--- src/rtl/cs_resolve_pkg.sv ---
// Shared types and sizing helpers for the chunked carry-save resolver.
package cs_resolve_pkg;

    localparam int DEF_WIDTH = 94;
    localparam int DEF_CHUNK = 16;

    typedef enum logic [1:0] {
        IDLE = 2'd0,
        RUN  = 2'd1,
        DONE = 2'd2
    } state_e;

    function automatic int calc_nseg(input int width, input int chunk);
        return (width + chunk - 1) / chunk;
    endfunction

endpackage

--- src/rtl/cs_resolve_94_chunk_add.sv ---
// cs_chunk_add: combinational CHUNK-bit adder with carry-in and carry-out.
module cs_chunk_add
    import cs_resolve_pkg::*;
#(
    parameter int CHUNK = DEF_CHUNK
) (
    input  logic [CHUNK-1:0] a,
    input  logic [CHUNK-1:0] b,
    input  logic             ci,
    output logic [CHUNK-1:0] s,
    output logic             co
);

    assign {co, s} = {1'b0, a} + {1'b0, b} + {{CHUNK{1'b0}}, ci};

endmodule

--- src/rtl/cs_resolve_94.sv ---
// Sequential carry-propagate resolver: adds a carry-save pair CHUNK bits per cycle.
// Optional carry-out port enabled by defining CS_RESOLVE_COUT_EN.
module cs_resolve_94
    import cs_resolve_pkg::*;
#(
    parameter int WIDTH = DEF_WIDTH,
    parameter int CHUNK = DEF_CHUNK
) (
    input  logic             clk,
    input  logic             rst,
    input  logic             in_valid,
    output logic             in_ready,
    input  logic [WIDTH-1:0] c_in,
    input  logic [WIDTH-1:0] s_in,
    output logic             out_valid,
    input  logic             out_ready,
    output logic [WIDTH-1:0] sum
`ifdef CS_RESOLVE_COUT_EN
    ,
    output logic             cout
`endif
);

    localparam int NSEG  = calc_nseg(WIDTH, CHUNK);
    localparam int LASTW = WIDTH - (NSEG - 1) * CHUNK;
    localparam int SEGW  = (NSEG > 1) ? $clog2(NSEG) : 1;
    localparam int IDXW  = (WIDTH > 1) ? $clog2(WIDTH) : 1;
    localparam logic [SEGW-1:0] SEG_LAST = SEGW'(NSEG - 1);

    state_e            state_q, state_d;
    logic [SEGW-1:0]   seg_q, seg_d;
    logic              carry_q, carry_d;
    logic [WIDTH-1:0]  c_q, c_d;
    logic [WIDTH-1:0]  s_q, s_d;
    logic [WIDTH-1:0]  sum_q, sum_d;
    logic              out_valid_q, out_valid_d;
`ifdef CS_RESOLVE_COUT_EN
    logic              cout_q, cout_d;
`endif

    logic [IDXW-1:0]   base_s;
    logic [CHUNK-1:0]  c_chunk_s;
    logic [CHUNK-1:0]  s_chunk_s;
    logic [CHUNK-1:0]  add_s_s;
    logic              add_co_s;
    logic              last_carry_s;
    logic [WIDTH-1:0]  wr_mask_s;
    logic [WIDTH-1:0]  wr_bits_s;

    // Segment mux: shifting right zero-fills the short top segment.
    assign base_s    = IDXW'(int'(seg_q) * CHUNK);
    assign c_chunk_s = CHUNK'(c_q >> base_s);
    assign s_chunk_s = CHUNK'(s_q >> base_s);
    assign wr_mask_s = WIDTH'({CHUNK{1'b1}}) << base_s;
    assign wr_bits_s = WIDTH'(add_s_s) << base_s;

    cs_chunk_add #(
        .CHUNK (CHUNK)
    ) u_chunk_add (
        .a  (c_chunk_s),
        .b  (s_chunk_s),
        .ci (carry_q),
        .s  (add_s_s),
        .co (add_co_s)
    );

    // The top segment is LASTW wide, so its carry sits at adder bit LASTW.
    if (LASTW < CHUNK) begin : g_short_last
        assign last_carry_s = add_s_s[LASTW];
    end else begin : g_full_last
        assign last_carry_s = add_co_s;
    end

    assign in_ready  = (state_q == IDLE);
    assign out_valid = out_valid_q;
    assign sum       = sum_q;
`ifdef CS_RESOLVE_COUT_EN
    assign cout      = cout_q;
`endif

    // Next-state, segment sequencing and result accumulation.
    always_comb begin
        state_d     = state_q;
        seg_d       = seg_q;
        carry_d     = carry_q;
        c_d         = c_q;
        s_d         = s_q;
        sum_d       = sum_q;
        out_valid_d = out_valid_q;
`ifdef CS_RESOLVE_COUT_EN
        cout_d      = cout_q;
`endif
        case (state_q)
            IDLE: begin
                if (in_valid) begin
                    c_d     = c_in;
                    s_d     = s_in;
                    carry_d = 1'b0;
                    sum_d   = {WIDTH{1'b0}};
                    seg_d   = {SEGW{1'b0}};
                    state_d = RUN;
`ifdef CS_RESOLVE_COUT_EN
                    cout_d  = 1'b0;
`endif
                end else begin
                    state_d = IDLE;
                end
            end
            RUN: begin
                sum_d = (sum_q & ~wr_mask_s) | (wr_bits_s & wr_mask_s);
                if (seg_q == SEG_LAST) begin
                    carry_d     = last_carry_s;
                    out_valid_d = 1'b1;
                    state_d     = DONE;
`ifdef CS_RESOLVE_COUT_EN
                    cout_d      = last_carry_s;
`endif
                end else begin
                    carry_d = add_co_s;
                    seg_d   = seg_q + SEGW'(1);
                end
            end
            DONE: begin
                if (out_ready) begin
                    out_valid_d = 1'b0;
                    state_d     = IDLE;
                end else begin
                    state_d = DONE;
                end
            end
            default: begin
                out_valid_d = 1'b0;
                state_d     = IDLE;
            end
        endcase
    end

    // State, operand copies and result registers.
    always_ff @(posedge clk or posedge rst) begin
        if (rst) begin
            state_q     <= IDLE;
            seg_q       <= {SEGW{1'b0}};
            carry_q     <= 1'b0;
            c_q         <= {WIDTH{1'b0}};
            s_q         <= {WIDTH{1'b0}};
            sum_q       <= {WIDTH{1'b0}};
            out_valid_q <= 1'b0;
`ifdef CS_RESOLVE_COUT_EN
            cout_q      <= 1'b0;
`endif
        end else begin
            state_q     <= state_d;
            seg_q       <= seg_d;
            carry_q     <= carry_d;
            c_q         <= c_d;
            s_q         <= s_d;
            sum_q       <= sum_d;
            out_valid_q <= out_valid_d;
`ifdef CS_RESOLVE_COUT_EN
            cout_q      <= cout_d;
`endif
        end
    end

endmodule

--- config.mk ---
export PLATFORM = sky130hd
export DESIGN_NAME = cs_resolve_94
export DESIGN_NICKNAME = d
export VERILOG_FILES = /design/src/rtl/cs_resolve_pkg.sv /design/src/rtl/cs_resolve_94_chunk_add.sv /design/src/rtl/cs_resolve_94.sv
export SDC_FILE = /design/constraint.sdc
export NUM_CORES = 1
export LEC_CHECK = 0
export CAP_MARGIN = 10
export CORE_MARGIN = 4
export CORE_UTILIZATION = 45
export DETAILED_ROUTE_END_ITERATION = 8
export PLACE_DENSITY = 0.79
export SLEW_MARGIN = 20
export SYNTH_ARGS = -nofsm -noshare
export SYNTH_HDL_FRONTEND = slang
export SYNTH_HIERARCHICAL = 1
export SYNTH_SLANG_ARGS = --single-unit
--- constraint.sdc ---
create_clock -name clk -period 11.2 [get_ports clk]
set_input_delay 3.36 -clock clk [delete_from_list [all_inputs] [get_ports clk]]
set_output_delay 3.36 -clock clk [all_outputs]
set_load 0.1 [all_outputs]
## Word level (Yosys, flattened, before mapping)

Index checks and enable logic that the tools add are counted.

| word-level totals | value |
|---|---|
| flip-flop bits (word level) | 289 |
| input port bits | 192 |
| output and inout bits | 96 |

| operators by class | value |
|---|---|
| add/subtract/negate cells | 3 |
| equal/unequal tests | 7 |
| shift-type cells | 4 |
| multiplexer cells | 15 |
| bitwise gates (word level) | 5 |
| reduce and logical (&&, ||, !) cells | 6 |

Operator list:

| operator | count |
|---|---|
| bitwise AND 94 bit | 2 |
| one-hot mux 94 bit (2 select lines) | 1 |
| right shift 94 x 7 -> 16 bit | 2 |
| two-way mux 94 bit | 1 |
| inverter 94 bit | 1 |
| OR 94 bit | 1 |
| left shift 16 x 7 -> 94 bit | 1 |
| left shift 16 x 7 -> 94 bit (first input constant) | 1 |
| adder 16 x 16 -> 17 bit | 1 |
| adder 17 x 1 -> 17 bit | 1 |
| inequality test 2 bit (second input constant) | 4 |
| two-way mux 3 bit | 2 |
| one-hot mux 2 bit (3 select lines) | 1 |
| one-hot mux 3 bit (2 select lines) | 1 |
| AND reduction 3 bit | 2 |
| two-way mux 1 bit | 5 |
| two-way mux 2 bit | 2 |
| AND reduction 2 bit | 2 |
| adder 3 x 1 -> 3 bit (second input constant) | 1 |
| equality test 3 bit (second input constant) | 1 |
| one-hot mux 1 bit (3 select lines) | 1 |
| equality test 2 x 1 -> 1 bit (second input constant) | 1 |
| equality test 2 bit (second input constant) | 1 |
| zero test 2 bit | 1 |
| 3 further kinds | 3 |

## Longest topological paths before layout

Gate-level depths: netlist of run 1.

| depth | value |
|---|---|
| word-level depth | 7 |
| mapped depth | 15 |
| mapped depth without buffers | 12 |

## Modules after synthesis

The synthesis of run 1 kept the hierarchy.

By module, submodules not included:

| module | times used | cells each | area each (um^2) |
|---|---|---|---|
| cs_resolve_94 | 1 | 850 | 12,245.5 |
| cs_chunk_add | 1 | 94 | 747.0 |

## Worst setup path after synthesis of run 1

No wires, ideal clock.

| timing | value |
|---|---|
| path kind | register to output |
| from | register state_q[0] |
| to | output port in_ready |
| data arrival time | 1,890 ps |
| data required time | 7,840 ps |
| slack | 5,950 ps |
| stages on the path, launching flop included | 3 |
| cell sequence | dfrtp_1 > clkbuf_1 > nor2_1 |

| on the way | value |
|---|---|
| longest elaborated chain between the ends | 1 |

Ends and longest elaborated chain:

| element | line | text |
|---|---|---|
| from (decl) | cs_resolve_94.sv:30 | `state_e state_q, state_d;` |
| from (signal assigned) | cs_resolve_94.sv:152 | `state_q <= state_d;` |
| zero test 2 bit | cs_resolve_94.sv:74 | `assign in_ready = (state_q == IDLE);` |
| to (decl) | cs_resolve_94.sv:12 | `output logic in_ready,` |

Every way passes these cells.

## Final worst setup path of run 1

Ends and elaborated chain as after synthesis.

==> results by stage, run 1 <==
Outcome:
- The run finished with clean final reports.

Clock network:
- The tree built by TritonCTS fans out to approximately 290 sinks.
- The later pin in the worst-skew pair is clocked with a latency of around 0.54 ns.
- The number of buffers inserted by post-CTS setup repair is 0.
- The clock-pin slew reported for the worst setup and hold paths after clock tree synthesis is roughly 0.060 ns.
- The clock tree from TritonCTS is yes.
- In this run the number of H-tree levels came out at 1.
- Gates resized during post-CTS repair numbered 0.
- The count of hold buffers inserted by post-cts repair is 0.
- The cell at the root of the clock tree is clkbuf_16.
- The total CTS buffers is 30.
- The clock tree buffer depth is 3.

Critical path:
- The kind of cell adding the most delay to the critical path is buffers and inverters.
- Traced cell by cell, the critical path runs through nor2_1 -> clkdlybuf4s50_1.
- The cell with the largest stage delay on the worst path is clkdlybuf4s50_1.
- The worst register-to-register path has a depth of 14.
- STA classifies the critical path startpoint as a flip-flop.
- Counting both buffers and inverters, the worst setup path holds a total of 1.
- For this run, the slowest stage of the critical path takes between 1 and 1.5 ns.
- The critical path required time is ~7.8 ns.
- The worst register-to-register path has a setup slack of around 6 ns.
- Along the worst path, the maximum fanout reaches 15.
- The data arrival time at the worst-slack endpoint is 2.48 ns.
- STA classifies the critical path endpoint as a primary output.
- The end of the worst register-to-register path is carry_q.
- The beginning of the worst register-to-register path is seg_q[2].
- Counting buffers and inverters, the worst setup path is 2 cells deep.
- The classification of the worst setup path is reg2out.

Synthesis:
- Yosys mapped the design onto 44 distinct sky130hd cell types.
- The most used flip-flop cell after synthesis is dfrtp_1.
- The top cell type by total area after synthesis is dfrtp_1.
- The number of enable-type register cells in the synthesized netlist is 0.
- The cell count after synthesis came out at ~940.
- In the synthesized netlist the async set-or-reset flop fraction comes to 1.00.
- The netlist area before placement is approximately 13,000 um2.
- The mean post-synth cell area is ~14 um2.
- The post-synthesis register bit count is 289.
- The number of nets produced by synthesis is about 1,200.
- After synthesis, the cell types taking the most area are dfrtp_1, mux2_2, a22o_1, a221oi_1, ha_1.
- The area share of the largest cell type after synthesis is 0.557.
- The share of synthesized area occupied by flip-flops and latches is 0.557.
- Yosys printed 6 warnings.

Routing:
- The wire length reported by the detailed router is approximately 37,000 um.
- For this block, the initial DRC count from the detailed router was 889.
- The remaining routing DRC violations is 0.
- The vias per cell is between 5 and 6.
- The number of nets still failing antenna checks after routing is 0.
- The detailed-routing iteration count for the pre-antenna-repair pass is 7.
- The routed length per placed instance is approximately 23 um.
- The total number of vias is ~9,300.

GRT:
- The first global-routing pass estimated approximately 56,000 um of wire.
- The global-route congestion overflow total is 0.
- The maximum number of pins on one net before global-route repair is between 80 and 90.
- The number of antenna violations at the first check in global routing is 6.
- The total routing resource utilization after global routing is 0.228.
- The number of global-route vias before repair is around 9,500.

Timing:
- For the final routed database, the setup TNS stands at 0 ns.
- Setup repair after global routing left no endpoint under its margin.
- The smallest setup slack after layout is between 5 and 6 ns.
- The final count of negative-setup-slack endpoints is 0.
- Dividing the final minimum period by the clock period gives 0.521.
- The total count of max-transition violations in the final report is 0.
- For the pin with the worst max-slew slack, the measured transition is roughly 1.1 ns.
- Hold timing on the final database bottoms out at a slack of 0.484 ns.
- Timing would allow up to approximately 170 MHz.
- The clock period minus worst slack is between 5 and 6 ns.
- The number of endpoints with negative hold slack in the final report was 0.
- The final clock skew is ~0.0092 ns.
- The worst slew margin relative to its limit is 0.278.

Finish:
- From synthesis to final layout, the design area changed by 32.6%.
- The count of nets after finishing is ~1,400.
- The fraction of layout instances using a drive strength above 1 is 0.262.
- At the end of the flow the core is filled with cells to 0.612.

Die:
- The initialized floorplan defines between 60 and 70 standard-cell rows.
- The die is ~180 um tall.
- 288 I/O pins were placed.
- The floorplan step set the die width to approximately 180 um.
- The floorplan step defined a core boundary enclosing between 20,000 and 30,000 um2.
- The overall die area is 31,700 um2.
- The starting density of the core is 0.461.

Worst hold path:
- The number of cells on the worst hold path is 1.
- The worst-case hold path end point is c_q[18].
- In this run the most critical hold path is launched from c_q[18].
- The type of the most critical hold path is reg2reg.

Flow run:
- The tool flagged a number of max-cap violations equal to 0.

Place:
- Detailed placement ended at an HPWL of between 20,000 and 30,000 um.
- The setup slack after placement is 5.04 ns.
- The weighted congestion reported at the end of routability-driven placement is between 0.8 and 0.9.
- During placement, the flow inserted port buffers numbering 287.
-- metrics by stage --
| step | instances | cell area, um2 |
|---|---|---|
| after floorplan | 944 | 13000 |
| after global placement | 1554 | 16100 |
| after detailed placement | 1554 | 16100 |
| after CTS | 1608 | 17200 |
| after global routing | 1610 | 17200 |
| final | 1610 | 17200 |
-- cells in the mapped netlist, types with 4 or more instances --
| cell type | number |
|---|---|
| xor2_1 | 6 |
| and4_1 | 6 |
| nand2_1 | 7 |
| o22ai_1 | 5 |
| mux2_1 | 9 |
| ha_1 | 20 |
| buf_1 | 4 |
| o21ai_0 | 8 |
| inv_1 | 5 |
| buf_2 | 26 |
| clkbuf_1 | 30 |
| a22oi_1 | 9 |
| xnor2_1 | 8 |
| a221oi_1 | 56 |
| a22o_1 | 97 |
| dfrtp_1 | 289 |
| a21o_1 | 10 |
| a31oi_1 | 7 |
| nor2b_1 | 7 |
| a21oi_1 | 13 |
| buf_4 | 11 |
| nor2_1 | 36 |
| mux2_2 | 240 |
-- how the worst max path moves through the flow --
stage,to,slack (ns),startpoint
after floorplan,c_q[0],4.01,rst
after global placement,c_q[80],5.12,in_valid
after detailed placement,c_q[93],5.04,in_valid
after CTS,in_ready,5.31,state_q[0]
after global routing,in_ready,5.27,state_q[0]
final,in_ready,5.36,state_q[0]
-- registers in the layout, summed over array words and instances, names as in the netlist --
signal and count:
c_q 94, carry_q 1, out_valid 1, s_q 94
seg_q 3, state_q 2, sum 94
-- worst register-to-register path, delay by kind of cell (launching register included) --
family / cells / cell delay [ns]
AO/OA/AOI/OAI: 6 / 1.48
buffers and inverters: 2 / 1.01
adder cells (fa/ha/maj): 2 / 0.88
flip-flops: 1 / 0.70
XOR/XNOR: 1 / 0.48
AND/OR/NAND/NOR: 2 / 0.47
multiplexers: 1 / 0.15
-- final cells by class --
cell class                      instances  area [um2]
Fill cell                            2151       10900
Sequential cell                       289        7240
Multi-Input combinational cell        578        5400
Timing Repair Buffer                  304        3000
Clock buffer                           42         897
Tap cell                              378         473
Clock inverter                         12         188
Inverter                                5        22.5
Antenna cell                            2        5.00
-- routing by layer --
metal / routed length, um / vias up / share of wire / global-route usage
met4: 735 / 8 / 0.020 / 0.0477
met5: 53 / - / 0.0014 / 0
li1: - / 4136 / - / -
met2: 17600 / 399 / 0.48 / 0.377
met1: 15300 / 4723 / 0.42 / 0.306
met3: 3070 / 71 / 0.084 / 0.0594
-- logic make-up after synthesis --
family,after synthesis,share of synthesized area
multiplexers,250,0.217
flip-flops,289,0.557
adder cells (fa/ha/maj),22,0.0223
AO/OA/AOI/OAI,221,0.139
XOR/XNOR,14,0.00944
AND/OR/NAND/NOR,71,0.0276
buffers and inverters,77,0.0285
-- cell usage in the layout (no fill, tap or decap), types with 9 or more instances in the layout --
cell / n
a21o_1: 10
a21oi_1: 13
a221oi_1: 56
a22o_1: 97
a22oi_1: 9
buf_4: 16
clkbuf_16: 31
clkdlybuf4s50_1: 287
dfrtp_1: 287
ha_1: 20
mux2_1: 9
mux2_2: 240
nor2_1: 36
Power of run 1 is left out: the tool's default activity adds up to more than one toggle a clock period on the data nets, which glitch-free logic cannot reach.
==> run 2, diff against run 1 <==
==> constraint.sdc (replaced) <==
create_clock -name clk -period 4.8 [get_ports clk]
set_input_delay 1.44 -clock clk [delete_from_list [all_inputs] [get_ports clk]]
set_output_delay 1.44 -clock clk [all_outputs]
set_load 0.1 [all_outputs]
==> results by stage, run 2 (synthesis gave the netlist of run 1 again) <==
Routing:
- The detailed-routing iteration count for the pre-antenna-repair pass is 5 (-2).
- The total number of vias is 9,348 (+0.12%).
- The routed length per placed instance came to 23.3 um (+2.2%).
- The initial DRC count is 856 (-3.7%).
- The wire length reported by the detailed router is 37,800 um (+2.9%).
- The number of nets still failing antenna checks after routing is 0 (unchanged).
- The vias per cell came to 5.77 (-0.56%).
- The remaining routing DRC violations came to 0 (unchanged).

Die:
- The boundary pin count is 288 (unchanged).
- The y dimension of the die is 178 um (unchanged).
- The number of cell rows came to 61 (unchanged).
- The floorplan die width is 178 um (unchanged).
- The placeable core region came to 28,200 um2 (unchanged).
- The overall die area was 31,700 um2 (unchanged).
- The starting density of the core is 0.461 (unchanged).

Clock network:
- TritonCTS built the clock tree.
- The post-CTS resize count was 0 (unchanged).
- The number of clock sinks is 289 (unchanged).
- The clock-pin slew reported for the worst setup and hold paths after clock tree synthesis is 0.06 ns (about the same).
- The number of buffers inserted by post-CTS setup repair came to 0 (unchanged).
- The total CTS buffers was 30 (unchanged).
- The tree is rooted in a clkbuf_16.
- The source-to-sink clock delay at the later pin of the worst-skew pair is 0.55 ns (about the same).
- The clock tree buffer depth came to 3 (unchanged).
- The count of hold buffers inserted by post-cts repair is 0 (unchanged).
- The maximum level of the CTS H-tree came to 1 (unchanged).

GRT:
- The maximum number of pins on one net before global-route repair is 91 (+2.2%).
- The number of global-route vias before repair came to 9,385 (-1.3%).
- The global-route wire length before repair was 57,000 um (+1.8%).
- The total routing resource utilization after global routing is 0.233 (+0.00497).
- The number of antenna violations at the first check in global routing came to 7 (+1).
- The global-route congestion overflow total is 0 (unchanged).

Place:
- The weighted congestion reported at the end of routability-driven placement is 0.872 (+4.5%).
- The detailed placement HPWL was 27,600 um (+5.9%).
- The number of input and output port buffers inserted was 287 (unchanged).

Timing:
- The final worst-path cycle share is 0.829.
- The fmax is around 250 MHz.
- The total count of max-transition violations in the final report came to 0 (unchanged).
- The minimum hold slack is 0.483 ns (-0.000392 ns).
- Setup repair after global routing left no endpoint under its margin.
- The transition time of the tightest slew-check pin is 1.02 ns (-0.0615 ns).
- The worst path in the final design needs a cycle of between 3 and 4 ns, including I/O delays and setup.
- The final count of negative-setup-slack endpoints is 0 (unchanged).
- The worst slew margin relative to its limit came to 0.317 (+0.0389).
- The final clock skew is 0.00666 ns (-0.00252 ns).
- The number of endpoints with negative hold slack in the final report is 0 (unchanged).

Critical path:
- The data arrival time at the worst-slack endpoint is 4.46 ns (+1.98 ns).
- The beginning of the worst register-to-register path is seg_q[1].
- The worst-path maximum fanout was 22 (+7).
- The start point of the critical path is seg_q[1].
- The critical path capture point type is a flip-flop.
- The flop-to-flop setup slack is 0.82 ns (-5.14 ns).
- The worst setup path is launched from a flip-flop.
- By startpoint and endpoint, the worst setup path is classified as reg2reg.
- The critical path required time is 5.28 ns (-2.56 ns).

Finish:
- Relative to the synthesized area, the layout overhead comes to 33.7%.
- The fraction of layout instances using a drive strength above 1 is 0.265 (+0.00358).
- The count of nets after finishing is 1,429 (+0.49%).
- The count of fill cells added during filler insertion was 2,159 (+0.37%).
- The library cells used most frequently in the layout, excluding fill and tap cells, are dfrtp_1, clkdlybuf4s50_1, mux2_2.

Worst hold path:
- The startpoint identified for the worst hold timing path is c_q[13].
- The worst hold path belongs to the class reg2reg.

Outcome:
- The run finished with clean final reports.

Flow run:
- The number of maximum-capacitance violations is 0 (unchanged).
-- run 2: changes by cell type in the layout (fill, tap and decap cells not counted), sizes merged --
cell	before	now
buf	17	24
bufinv	5	4
clkbuf	42	41
diode	2	7
clkinv	6	7
-- run 2: path summary, 6_finish.rpt --
kind | to | cells past startpoint
min | c_q[13] | 1
min in group asynchronous | c_q[18] | 2
min reg2reg | c_q[13] | 1
max | sum[79] | 11
max in group asynchronous | c_q[14] | 3
max reg2reg | sum[79] | 11
-- run 2: final cells by class --
cell class / instances / area (um2) / share of cell area
flip-flops and latches: 289 / 7240 / 0.417
multi-input cells: 578 / 5410 / 0.312
repair buffers: 311 / 3170 / 0.182
clock buffers: 41 / 873 / 0.0503
well taps: 378 / 473 / 0.0272
clock inverters: 12 / 166 / 0.00958
inverters: 5 / 22.5 / 0.00130
diodes: 7 / 17.5 / 0.00101
-- run 2: metal layers --
layer / share of wire / track usage / vias up
li1: - / - / 4150
met1: 0.41 / 0.320 / 4734
met2: 0.47 / 0.369 / 397
met3: 0.092 / 0.0618 / 63
met4: 0.027 / 0.0632 / 4
met5: 0.00069 / 0 / -
-- run 2: worst max-delay path, cell delays in order, from the launching register on --
cell      delay, ns
dfrtp_1        0.65
inv_2          0.30
buf_4          0.29
a221oi_1       0.51
nor2_1         0.18
ha_1           0.46
and3_1         0.26
o211ai_1       0.13
or2_2          0.29
o21bai_1       0.18
xor2_1         0.44
a22o_1         0.20
-- run 2: per-stage QoR --
step	area, um2	utilization	worst slack (ns)	instances	TNS, ns
3_5_place_dp	16300	0.579	0.848	1561	0
3_3_place_gp	16300	0.579	0.921	1561	0
2_1_floorplan	13000	-	-0.473	944	-136.75
4_1_cts	17300	0.616	0.848	1614	0
5_1_grt	17400	0.616	0.569	1619	0
6_report	17400	0.617	0.820	1621	0
Power of run 2 is left out for the same reason.
